`src/rtl/control_unit.sv`:
```
// Multi-cycle fetch/decode/execute sequencer for the 8-bit core.
// Drives ALU controls, write strobes and the program-memory fetch.
module control_unit (
    input  logic       clk,
    input  logic       rst_n,
    output logic       imem_req,
    output logic [7:0] imem_addr,
    input  logic       imem_ack,
    input  logic [7:0] imem_data,
    input  logic       cy,
    output logic [3:0] alu_op,
    output logic       alu_ci,
    output logic       b_sel,
    output logic [7:0] imm,
    output logic [3:0] rf_idx,
    output logic       acc_we,
    output logic       rf_we,
    output logic       cy_ce,
    output logic [7:0] pc,
    output logic       halted
);

    typedef enum logic [1:0] {
        FETCH,
        FETCH_OP,
        EXEC,
        HALT
    } state_t;

    state_t     state;
    state_t     state_nx;
    logic [7:0] ir;
    logic [7:0] tgt;
    logic [3:0] op;
    logic       fetching;
    logic       two_byte;
    logic       take;

    assign op        = ir[7:4];
    assign imm       = {4'h0, ir[3:0]};
    assign rf_idx    = ir[3:0];
    assign imem_addr = pc;
    assign fetching  = (state == FETCH) || (state == FETCH_OP);
    // Gating with rst_n drops the request the instant reset asserts.
    assign imem_req  = rst_n && fetching;
    assign two_byte  = (imem_data[7:4] >= 4'h9) && (imem_data[7:4] <= 4'hB);
    assign take      = (op == 4'h9) || ((op == 4'hA) && cy) ||
                       ((op == 4'hB) && !cy);

    always_ff @(posedge clk or negedge rst_n) begin
        if (!rst_n) begin
            state <= FETCH;
            pc    <= 8'h00;
            ir    <= 8'hE0;
            tgt   <= 8'h00;
        end else begin
            state <= state_nx;
            unique case (state)
                FETCH: begin
                    if (imem_ack) begin
                        ir <= imem_data;
                        pc <= pc + 8'd1;
                    end
                end
                FETCH_OP: begin
                    if (imem_ack) begin
                        tgt <= imem_data;
                        pc  <= pc + 8'd1;
                    end
                end
                EXEC: begin
                    if (take) pc <= tgt;
                end
                default: ;
            endcase
        end
    end

    always_comb begin
        state_nx = state;
        unique case (state)
            FETCH: begin
                if (imem_ack) state_nx = two_byte ? FETCH_OP : EXEC;
            end
            FETCH_OP: begin
                if (imem_ack) state_nx = EXEC;
            end
            EXEC:    state_nx = (op == 4'hF) ? HALT : FETCH;
            default: state_nx = HALT;
        endcase
    end

    always_comb begin
        alu_op = op;
        alu_ci = 1'b0;
        b_sel  = 1'b0;
        acc_we = 1'b0;
        rf_we  = 1'b0;
        cy_ce  = 1'b0;
        halted = (state == HALT);
        unique case (op)
            4'h0, 4'h1: alu_ci = cy;
            4'h6:       alu_op = 4'hF;
            4'h8: begin
                alu_op = 4'hF;
                b_sel  = 1'b1;
            end
            4'hC:       alu_op = 4'hF;
            4'hD: begin
                alu_op = 4'hF;
                alu_ci = 1'b1;
            end
            default: ;
        endcase
        if (state == EXEC) begin
            unique case (op)
                4'h0, 4'h1, 4'h2, 4'h3, 4'h4, 4'h5: begin
                    acc_we = 1'b1;
                    cy_ce  = 1'b1;
                end
                4'h6, 4'h8:  acc_we = 1'b1;
                4'h7:        rf_we  = 1'b1;
                4'hC, 4'hD:  cy_ce  = 1'b1;
                4'hF:        halted = 1'b1;
                default: ;
            endcase
        end
    end

endmodule

```
`config.mk`:
```
export PLATFORM = sky130hd
export DESIGN_NAME = control_unit
export DESIGN_NICKNAME = d
export VERILOG_FILES = /design/src/rtl/control_unit.sv
export SDC_FILE = /design/constraint.sdc
export NUM_CORES = 1
export LEC_CHECK = 0
export ABC_AREA = 1
export ABC_CLOCK_PERIOD_IN_PS = 2500
export BUFFER_PORTS_ARGS = -buffer_cell sky130_fd_sc_hd__buf_2
export CAP_MARGIN = 20
export CORE_MARGIN = 4
export CORE_UTILIZATION = 40
export CTS_BUF_LIST = sky130_fd_sc_hd__clkbuf_16
export CTS_CLUSTER_SIZE = 8
export DETAILED_ROUTE_END_ITERATION = 16
export PLACE_DENSITY = 0.64
export SETUP_SLACK_MARGIN = 0.5
export SYNTH_ARGS = -nofsm -noshare
export SYNTH_HDL_FRONTEND = slang
export SYNTH_SLANG_ARGS = --single-unit
```
`constraint.sdc`:
```
create_clock -name clk -period 2.5 [get_ports clk]
set_input_delay 0.5 -clock clk [delete_from_list [all_inputs] [get_ports clk]]
set_output_delay 0.5 -clock clk [all_outputs]
set_load 0.03 [all_outputs]
```
==> qor.txt <==
Required time at the endpoint of the critical path: 2.00 ns
Timing-limited maximum frequency: 0.487 GHz
Status: completed
Clock tree from TritonCTS: yes
Final total negative setup slack: 0 ns
Post-synth EDFFs: 0
Internal Dissipation: 0.00143 W
Cell with the most instances after synthesis: nand2_1
Clock-pin slew on the worst setup and hold paths: 0.06 ns
Minimum setup slack among reg-to-reg paths: 0.83 ns
Maximum count of clock buffers along a single path: 2
Critical Path Sink Type: primary output
Number of cells on the critical path: 5
Post-route clock period utilization: 82.1%
Count of cells along the worst register-to-register path: 9
Worst Setup Path Type: reg -> out
Register Area: 654 um2
Pin count of the biggest net entering global routing: 27
Routed length per placed instance: 11.9 um
Gpl congestion: 0.801
Final setup violation count: 0
Total Routed Length: 3530 um
Final critical-path required period: 2.05 ns
Post-synthesis instance area: 0.00156 mm2
WP buf/inv: 2
Part of the power in the clock network: 12.0%
Yosys top cell by area: dfrtp_1
Initial detailed-routing violation count: 57
Cell family with the largest share of critical-path delay: flip-flops
Clock insertion delay at the later pin of the skew report: 0.25 ns
Via count of the first global-routing pass: 1247
Share of Yosys cell area claimed by the top area cell type: 36.9%
End-of-flow core utilization: 51.0%
Cell Chain, Critical Path: buf_6 -> nand2_4 -> nor3_4 -> o211a_1 -> buf_6
Data arrival time at the worst-slack endpoint: 1.55 ns
Number of routed nets with antenna violations: 0
Most common library cells after synthesis: nand2_1, inv_1, dfrtp_1
Initial Utilization: 41.9%
Max-slew violations: 0
NetSw: 0.00148 W
Sequential fraction of the synthesis area: 42.0%
Fraction of power consumed by combinational cells: 59.3%
P&R area growth vs syn: 21.6%
Multi-input logic area: 677 um2
Post-Synthesis Mean Instance Area: 7.25 um2
Total iterations of the first detailed-routing run: 4
Antenna violations before repair: 0
Post-placement setup slack: 0.657 ns
Area of the placeable core: 0.00372 mm2
Type of the most critical hold path: in -> async
Synth unique cells: 21
Most used flip-flop cell after synthesis: dfrtp_1
RSZ-0062 raised after global routing: true
Number of nets in the finished design: 264
GR Util All Layers: 14.0%
Port buffer count: 46
Top-level I/O count: 51
GRT Residual Overflow: 0
Cell with the most instances on the worst path: buf_6
Element type at the critical path start: flip-flop
CP peak stage delay: 0.56 ns
Number of buffers inserted for hold repair after clock tree synthesis: 0
Post-route DRC violation count: 0
CTS Sinks: 26
Cells after synthesis: 215
Switching share of power: 51.0%
Number of violations of the max-capacitance limit: 0
Fraction of layout cells with a size suffix above 1: 28.4%
Count of yosys warnings during synthesis: 0
Fillcell total: 386
Share of synthesized flip-flops with an asynchronous set or reset: 100%
Vias: 1403
Die extent in x: 70.4 um
Average via count per standard cell: 4.71
Worst-case clock skew: 0.00186 ns
Number of buffers added by the clock tree synthesis step: 3
Wire length of the first global-routing pass: 5680 um
Count of inserted antenna diode cells: 0
Crit path max fanout: 3
Total power draw: 0.00291 W
Leakage power figure: 1.04 nW
Yosys reg bits: 26
Slowest stage cell, crit path: dfstp_2
Dpl hpwl: 2470 um
Chip height: 70.4 um
Least setup slack across all paths after layout: 0.448 ns
Ranking of synthesized cells by area: dfrtp_1, nand2_1, buf_4
Share of total power in sequential cells: 28.7%
Row Count: 22
Final count of hold timing violations: 0
Master cell of the clock root buffer: clkbuf_16
PwrDens: 1540 mW/mm2
Peak VDD IR: 0.856 mV
CTS H-Tree Depth: 1
Die footprint: 0.00496 mm2
routing by layer:
metal  global-route usage, %  wire length (um)  part of all wire [%]  vias up
met5                       0                 0                     0        -
met4                    1.28                12                  0.34        0
met3                    3.02               258                   7.3        2
met2                    23.4              1680                    47       43
met1                    19.2              1580                    45      634
li1                        -                 -                     -      724
power groups by stage:
| stage | combinational [W] | sequential [W] | clock, W |
|---|---|---|---|
| CTS | 0.00158 | 0.000830 | 0.000358 |
| detailed placement | 0.00149 | 0.000854 | 0 |
| global placement | 0.00148 | 0.000850 | 0 |
| global route | 0.00188 | 0.000877 | 0.000373 |
| floorplan | 0.00122 | 0.000895 | 0 |
| finish | 0.00173 | 0.000835 | 0.000348 |
worst paths after layout:
| check | start | end |
|---|---|---|
| max | ir[7]$_DFFE_PN1P_ | acc_we |
| min reg2reg | tgt[6]$_DFFE_PN0P_ | tgt[6]$_DFFE_PN0P_ |
| min | rst_n | state[0]$_DFFE_PN0P_ |
| min in group clk | tgt[6]$_DFFE_PN0P_ | tgt[6]$_DFFE_PN0P_ |
| max in group asynchronous | rst_n | ir[6]$_DFFE_PN1P_ |
| max reg2reg | ir[7]$_DFFE_PN1P_ | imem_addr[7]$_DFFE_PN0P_ |
stage by stage:
step / hold slack, ns / instance area [um2] / cells
after global placement: 0.464 / 1690 / 288
after floorplan: 0.204 / 1580 / 218
after global routing: 0.274 / 1890 / 298
after detailed placement: 0.470 / 1690 / 288
after CTS: 0.254 / 1820 / 296
final: 0.244 / 1890 / 298
registers in the layout, indices dropped and copies added (netlist names):
name / count
imem_addr: 8
ir: 8
state: 2
tgt: 8
area by class of cell:
type                    instances  share of cell area [%]
clock inverters                 1                   0.198
flip-flops and latches         26                    34.5
multi-input cells             141                    35.7
repair buffers                 53                    17.2
inverters                      26                    5.15
clock buffers                   3                    3.96
well taps                      48                    3.17
repair_timing:
action                                  CTS  global route
buffers inserted                          4             2
pin swaps                                 1             4
gates resized for setup                   6            22
endpoints found under the setup margin    7             7
layout by cell type, fill, tap and decap left out:
cell	synthesis	routed
buf_2	3	39
buf_4	21	7
buf_6	1	7
clkbuf_16	0	3
clkinv_1	0	1
conb_1	1	4
dfrtp_1	23	23
dfstp_2	3	3
ha_1	1	1
inv_1	26	24
inv_2	0	2
nand2_1	67	66
nand2_2	2	2
nand2_4	0	1
nand3_1	16	16
nand3b_1	1	1
nand4_1	3	3
nor2_1	11	10
nor2_2	0	1
nor3_1	5	2
nor3_4	0	3
nor3b_1	1	1
o211a_1	1	1
o211ai_1	1	1
o21ai_0	22	21
o21ai_1	3	4
or2_2	3	3
cells by family after synthesis:
group / count (synthesis) / synth area share (%)
simple gates: 109 / 29.7
buf+inv: 51 / 18.1
compound gates: 27 / 9.16
flops: 26 / 42.0
fa+ha+maj: 1 / 0.803
other cells: 1 / 0.241
No activity file was read; power rests on OpenSTA's default activity.
